$ cat config.mk
export PLATFORM = sky130hd
export DESIGN_NAME = dmem_responder_flat
export DESIGN_NICKNAME = d
export VERILOG_FILES = /design/src/rtl/dmem_responder_if.sv /design/src/rtl/dmem_responder.sv /design/src/flat_wrapper.sv
export SDC_FILE = /design/constraint.sdc
export NUM_CORES = 2
export LEC_CHECK = 0
export BUFFER_PORTS_ARGS = -buffer_cell sky130_fd_sc_hd__buf_2
export CORE_UTILIZATION = 30
export DETAILED_ROUTE_END_ITERATION = 8
export SYNTH_ARGS = -nofsm -noshare
export SYNTH_HDL_FRONTEND = slang
export SYNTH_SLANG_ARGS = --single-unit
$ cat constraint.sdc
create_clock -name clk -period 60.2 [get_ports clk]
set_clock_uncertainty 0.05 [all_clocks]
set_input_delay 12.04 -clock clk [delete_from_list [all_inputs] [get_ports clk]]
set_output_delay 12.04 -clock clk [all_outputs]
set_load 0.01 [all_outputs]
$ cat src/rtl/dmem_responder_if.sv
// -----------------------------------------------------------------------------
// dmem_responder_if
// Load/store bus between the pipeline core (master) and the data-memory
// responder (slave).
//   req_valid / req_ready : request handshake, master -> slave
//   req_we                : 1 = store, 0 = load
//   req_addr              : 32-bit word address
//   req_wdata             : store data
//   resp_valid/resp_ready : response handshake, slave -> master
//   resp_rdata            : load data (0 for stores and errors)
//   resp_err              : address was out of range
// -----------------------------------------------------------------------------
interface dmem_responder_if;
    logic        req_valid;
    logic        req_ready;
    logic        req_we;
    logic [31:0] req_addr;
    logic [31:0] req_wdata;
    logic        resp_valid;
    logic        resp_ready;
    logic [31:0] resp_rdata;
    logic        resp_err;

    modport master (
        output req_valid, req_we, req_addr, req_wdata, resp_ready,
        input  req_ready, resp_valid, resp_rdata, resp_err
    );

    modport slave (
        input  req_valid, req_we, req_addr, req_wdata, resp_ready,
        output req_ready, resp_valid, resp_rdata, resp_err
    );
endinterface

$ cat src/rtl/dmem_responder.sv
// -----------------------------------------------------------------------------
// dmem_responder
// Word-addressed data memory sitting behind a valid/ready request channel and
// a valid/ready response channel. One transaction is outstanding at a time;
// each access is delayed by WAIT_STATES cycles after the request is accepted.
// Out-of-range addresses are flagged with resp_err and never touch memory.
//   clk       : clock, all state on posedge
//   RN        : asynchronous active-high reset (also clears the memory)
//   bus       : slave side of dmem_responder_if
//   txn_count : completed response handshakes, wraps modulo 2^CNT_W
// -----------------------------------------------------------------------------
module dmem_responder #(
    parameter int DEPTH       = 32,
    parameter int WAIT_STATES = 2,
    parameter int CNT_W       = 16
) (
    input  logic                 clk,
    input  logic                 RN,
    dmem_responder_if.slave      bus,
    output logic [CNT_W-1:0]     txn_count
);

    localparam int AW = (DEPTH > 1) ? $clog2(DEPTH) : 1;
    localparam logic [3:0] WS_M1 = (WAIT_STATES == 0) ? 4'd0 : 4'(WAIT_STATES - 1);

    typedef enum logic [1:0] {IDLE, WAIT, RESP} state_t;

    state_t            state_q, state_d;
    logic [3:0]        cnt_q, cnt_d;
    logic              we_q, we_d;
    logic [31:0]       addr_q, addr_d;
    logic [31:0]       wdata_q, wdata_d;
    logic              req_ready_q, req_ready_d;
    logic              resp_valid_q, resp_valid_d;
    logic [31:0]       resp_rdata_q, resp_rdata_d;
    logic              resp_err_q, resp_err_d;
    logic [CNT_W-1:0]  txn_count_q, txn_count_d;

    logic [31:0]       mem_q [DEPTH];

    // Access operands: with zero wait states the access happens on the accept
    // edge itself, so the live bus inputs are used; otherwise the captured copy.
    logic              acc_we;
    logic [31:0]       acc_addr;
    logic [31:0]       acc_wdata;
    logic              acc_in_range;
    logic [AW-1:0]     acc_idx;
    logic              do_access;
    logic              mem_we;

    always_comb begin
        if (state_q == IDLE) begin
            acc_we    = bus.req_we;
            acc_addr  = bus.req_addr;
            acc_wdata = bus.req_wdata;
        end else begin
            acc_we    = we_q;
            acc_addr  = addr_q;
            acc_wdata = wdata_q;
        end
        // Full 32-bit compare: high address bits must not alias into the array.
        acc_in_range = (acc_addr < 32'(DEPTH));
        acc_idx      = acc_addr[AW-1:0];
    end

    always_comb begin
        state_d      = state_q;
        cnt_d        = cnt_q;
        we_d         = we_q;
        addr_d       = addr_q;
        wdata_d      = wdata_q;
        req_ready_d  = req_ready_q;
        resp_valid_d = resp_valid_q;
        resp_rdata_d = resp_rdata_q;
        resp_err_d   = resp_err_q;
        txn_count_d  = txn_count_q;
        do_access    = 1'b0;

        case (state_q)
            IDLE: begin
                if (bus.req_valid) begin
                    we_d        = bus.req_we;
                    addr_d      = bus.req_addr;
                    wdata_d     = bus.req_wdata;
                    req_ready_d = 1'b0;
                    if (WAIT_STATES == 0) begin
                        do_access    = 1'b1;
                        resp_valid_d = 1'b1;
                        state_d      = RESP;
                    end else begin
                        cnt_d   = WS_M1;
                        state_d = WAIT;
                    end
                end
            end
            WAIT: begin
                if (cnt_q == 4'd0) begin
                    do_access    = 1'b1;
                    resp_valid_d = 1'b1;
                    state_d      = RESP;
                end else begin
                    cnt_d = cnt_q - 4'd1;
                end
            end
            RESP: begin
                // req_ready rises on the handshake edge, so a new request can
                // only be accepted on the following edge.
                if (bus.resp_ready) begin
                    resp_valid_d = 1'b0;
                    req_ready_d  = 1'b1;
                    txn_count_d  = txn_count_q + 1'b1;
                    state_d      = IDLE;
                end
            end
            default: begin
                state_d = IDLE;
            end
        endcase

        if (do_access) begin
            resp_err_d   = !acc_in_range;
            resp_rdata_d = (!acc_we && acc_in_range) ? mem_q[acc_idx] : 32'd0;
        end
    end

    assign mem_we = do_access && acc_we && acc_in_range;

    always_ff @(posedge clk or posedge RN) begin
        if (RN) begin
            state_q      <= IDLE;
            cnt_q        <= 4'd0;
            we_q         <= 1'b0;
            addr_q       <= 32'd0;
            wdata_q      <= 32'd0;
            req_ready_q  <= 1'b1;
            resp_valid_q <= 1'b0;
            resp_rdata_q <= 32'd0;
            resp_err_q   <= 1'b0;
            txn_count_q  <= '0;
        end else begin
            state_q      <= state_d;
            cnt_q        <= cnt_d;
            we_q         <= we_d;
            addr_q       <= addr_d;
            wdata_q      <= wdata_d;
            req_ready_q  <= req_ready_d;
            resp_valid_q <= resp_valid_d;
            resp_rdata_q <= resp_rdata_d;
            resp_err_q   <= resp_err_d;
            txn_count_q  <= txn_count_d;
        end
    end

    // Reset wipes the whole array so bring-up always starts from known data.
    always_ff @(posedge clk or posedge RN) begin
        if (RN) begin
            for (int i = 0; i < DEPTH; i++) begin
                mem_q[i] <= 32'd0;
            end
        end else if (mem_we) begin
            mem_q[acc_idx] <= acc_wdata;
        end
    end

    assign bus.req_ready  = req_ready_q;
    assign bus.resp_valid = resp_valid_q;
    assign bus.resp_rdata = resp_rdata_q;
    assign bus.resp_err   = resp_err_q;
    assign txn_count      = txn_count_q;

endmodule

$ cat src/flat_wrapper.sv
// flat-port wrapper written by rule: the top's interface ports become plain ports
module dmem_responder_flat 
#(
    parameter int DEPTH       = 32,
    parameter int WAIT_STATES = 2,
    parameter int CNT_W       = 16
)
  (clk, RN, txn_count, bus_req_valid, bus_req_we, bus_req_addr, bus_req_wdata, bus_resp_ready, bus_req_ready, bus_resp_valid, bus_resp_rdata, bus_resp_err);
  dmem_responder_if bus_i ();
  input  logic clk;
  input  logic RN;
  output logic [CNT_W-1:0] txn_count;
  input wire logic [$bits(bus_i.req_valid)-1:0] bus_req_valid;
  input wire logic [$bits(bus_i.req_we)-1:0] bus_req_we;
  input wire logic [$bits(bus_i.req_addr)-1:0] bus_req_addr;
  input wire logic [$bits(bus_i.req_wdata)-1:0] bus_req_wdata;
  input wire logic [$bits(bus_i.resp_ready)-1:0] bus_resp_ready;
  output wire logic [$bits(bus_i.req_ready)-1:0] bus_req_ready;
  output wire logic [$bits(bus_i.resp_valid)-1:0] bus_resp_valid;
  output wire logic [$bits(bus_i.resp_rdata)-1:0] bus_resp_rdata;
  output wire logic [$bits(bus_i.resp_err)-1:0] bus_resp_err;
  assign bus_i.req_valid = bus_req_valid;
  assign bus_i.req_we = bus_req_we;
  assign bus_i.req_addr = bus_req_addr;
  assign bus_i.req_wdata = bus_req_wdata;
  assign bus_i.resp_ready = bus_resp_ready;
  assign bus_req_ready = bus_i.req_ready;
  assign bus_resp_valid = bus_i.resp_valid;
  assign bus_resp_rdata = bus_i.resp_rdata;
  assign bus_resp_err = bus_i.resp_err;
  dmem_responder #(.DEPTH(DEPTH), .WAIT_STATES(WAIT_STATES), .CNT_W(CNT_W)) u_core (.clk(clk), .RN(RN), .bus(bus_i), .txn_count(txn_count));
endmodule
==> impl_metrics.toml <==
[timing]
max_slew_margin_pct = 12.20
rsz0062_at_grt = "no"
holdWs_ns = 0.4185
worst_slew_pin_slew_ns = 1.314
fin_setup_tns_ns = 0
setup_viol = 0
final-max-slew-violation-count = 0
period_share_pct = 26.42
hold_viol = 0
fin_crit_ns = 15.91
fmax_mhz = 62.87
timing.final.ws_setup_ns = 44.29

[cells_and_area]
drive_gt1_share_pct = 34.43
post-route-util_pct = 34.21
nets = 4342
nFillCells = 17180
syn_to_final_growth_pct = 12.81
instances_no_fill = 6701
fin_area_um2 = 59720

[cts]
post_cts_buffers = 0
cts_tree = "done"
insertion_delay_ns = 0.71
numCtsBuffers = 121
clk_path_buf_depth = 3
htree_num_levels = 3
cts_hold_buf = 0
cts_resized = 0
path_clk_slew_ns = 0.06
cts-root-buf = "clkbuf_16"
cts_sinks = 1146

[setup_path]
crit_path_frequent_cell = "buf_4"
crit_required_ns = 60.78
crit_path_max_fanout = 117
path_cells = "buf_2 > or3b_4 > nand2_8 > buf_4 > buf_4 > a211oi_1 > o21ai_0 > o2111ai_1 > o31ai_1"
worst_setup_path_start_kind = "primary input"
crit_path_end = "u_core.bus.resp_rdata[8]"
arrival_ns = 16.49
timing.rr.end = "u_core.bus.resp_rdata[8]"
crit_type = "in -> reg"
critPathLaunch = "bus_req_addr[1]"
slowest_delay_ns = 0.93
r2r-start = "u_core.state_q[0]"
end_kind = "register"
r2r_cells = 8
ff2ff_setup_slack_ns = 55.01
cpMaxStageDelayCell = "buf_4"

[global_route]
grtUsageMet2_pct = 29.55
grt_usage_pct = 18.16
grt_pass1_vias = 36300
grt_overflow = 0
grt_max_degree = 155
top_usage_layer = "met2"
grt_pass1_wl_um = 246600
gr-usage-met1_pct = 24.73
grt_use_met3_pct = 2.605
grt_antenna_before_repair = 10

[routing]
routedWlPerCell_um = 24.44
drc = 0
viasPerCell = 5.358
vias = 35910
firstDrtPassIters = 5
ant_nets = 0
drtIter0Drc = 3060
drt-total-wl_um = 163700

[pwr]
powerDensity_nw_per_um2 = 42.13
vdd_ir_drop_max_uv = 36.34
p_leak_nw = 28.47
total_power_mw = 2.516

[synthesis]
yosys_warnings = 0
synth_cell_type_count = 69
ys_seq_area_share_pct = 54.17
synth_area_per_cell_um2 = 12.20
yosysTopAreaCellShare_pct = 54.12
synth_flop_cell = "dfrtp_1"
netlist_area_um2 = 52940
syn-num-nets = 4413
synth.ff_latch_count = 1146
synth_edf_count = 0
synth_top_area_cell = "dfrtp_1"
syn_inst = 4341
synthTopCellsByArea = "dfrtp_1 54%, mux2_2 22%, nand2_1 4.0%"
async_flop_share_pct = 100.0

[placed_design]
place.gp.congestion = 0.7929
place_ws_ns = 43.53
dp_hpwl_um = 93600
portBuffers = 119
dp_cells = 6472
dpl_cell_area_um2 = 55500

[die]
die_y_um = 422.1
die_area_um2 = 178200
std_cell_rows = 153
chipWidth_um = 422.1
initial_core_util_pct = 30.32
ios = 120
coreArea_um2 = 174600

[hold_path]
hold_path.class = "reg -> reg"

[run]
cap_violations = 0

[run_status]
status = "completed"
==> cell usage in the layout, fill, tap and decap left out, drive strengths merged, types with 13 or more instances in the layout <==
cell	instances
clkbuf	193
nor3	13
mux2i	62
o31ai	30
nor2	93
dfrtp	1145
a31oi	35
o221ai	14
a211oi	211
nand2	563
o2111ai	31
nand3	82
nor4	13
a32oi	58
and3	223
mux2	1090
clkinv	21
nand4	73
o21ai	98
buf	214
==> critical path: cells and delay by family <==
family | cells | cell delay, ns
buffers and inverters | 3 | 1.90
AND/OR/NAND/NOR | 2 | 1.32
AO/OA/AOI/OAI | 4 | 0.95
==> cell usage after synthesis, drive strengths merged (5+ instances only) <==
cell / n
nand3: 82
a2111oi: 11
nor3: 13
inv: 7
o221ai: 14
buf: 190
xor2: 6
nor4: 13
clkbuf: 218
mux2i: 62
mux2: 1090
xnor2: 11
a211oi: 211
a31oi: 35
o31ai: 30
a32oi: 58
o21ai: 98
nand4: 73
nand2b: 6
nor2: 93
and2: 5
and3: 223
nand2: 563
o2111ai: 31
dfrtp: 1145
mux4: 8
==> registers in the layout (all words and copies together) (netlist names), 2 cells and up <==
| register | flops |
|---|---|
| u_core.cnt_q | 4 |
| u_core.addr_q | 32 |
| u_core.txn_count | 16 |
| u_core.mem_q | 1024 |
| u_core.wdata_q | 32 |
| u_core.bus.resp_rdata | 32 |
| u_core.state_q | 2 |
==> metal layers <==
metal	vias to the layer above	routed length, um
li1	15510	-
met4	8	5095
met1	19030	72070
met3	273	9218
met5	-	66
met2	1086	77290
==> power by group <==
part           internal (mW)  switching, mW  leakage, nW
logic                  0.194          0.705         10.5
registers              0.805         0.0303         15.8
clock network          0.465          0.317         2.09
==> final cells by class <==
cell class / count / area, um2 / share of cell area [%]
clock buffers: 193 / 3772 / 6.316
repair buffers: 214 / 1346 / 2.254
flip-flops and latches: 1146 / 28680 / 48.02
clock inverters: 34 / 444.2 / 0.7437
multi-input cells: 2780 / 22530 / 37.73
inverters: 7 / 33.78 / 0.05656
well taps: 2325 / 2909 / 4.871
diodes: 2 / 5.005 / 0.008380
==> worst min path at each step <==
stage	startpoint	end	slack, ns	cells past startpoint
after floorplan	u_core.mem_q[835]	u_core.mem_q[835]	0.40	1
after global placement	u_core.txn_count[15]	u_core.txn_count[15]	0.41	1
after detailed placement	u_core.txn_count[15]	u_core.txn_count[15]	0.41	1
after CTS	u_core.txn_count[15]	u_core.txn_count[15]	0.42	1
after global routing	u_core.mem_q[182]	u_core.mem_q[182]	0.45	1
final	u_core.txn_count[15]	u_core.txn_count[15]	0.42	1
==> cells by family (layout without fill, tap and decap cells) <==
family          count (synthesis)  in the layout  share of synthesized area (%)
mux                          1160           1160                          24.70
flops                        1146           1146                          54.17
simple gates                 1090           1090                          10.06
compound gates                510            510                          7.017
buf+inv                       415            448                          3.701
xor+xnor                       17             17                         0.2812
fa+ha+maj                       3              3                        0.07091
other cells                     0              2                              0
Note: power is estimated with default switching activity, not from simulation.
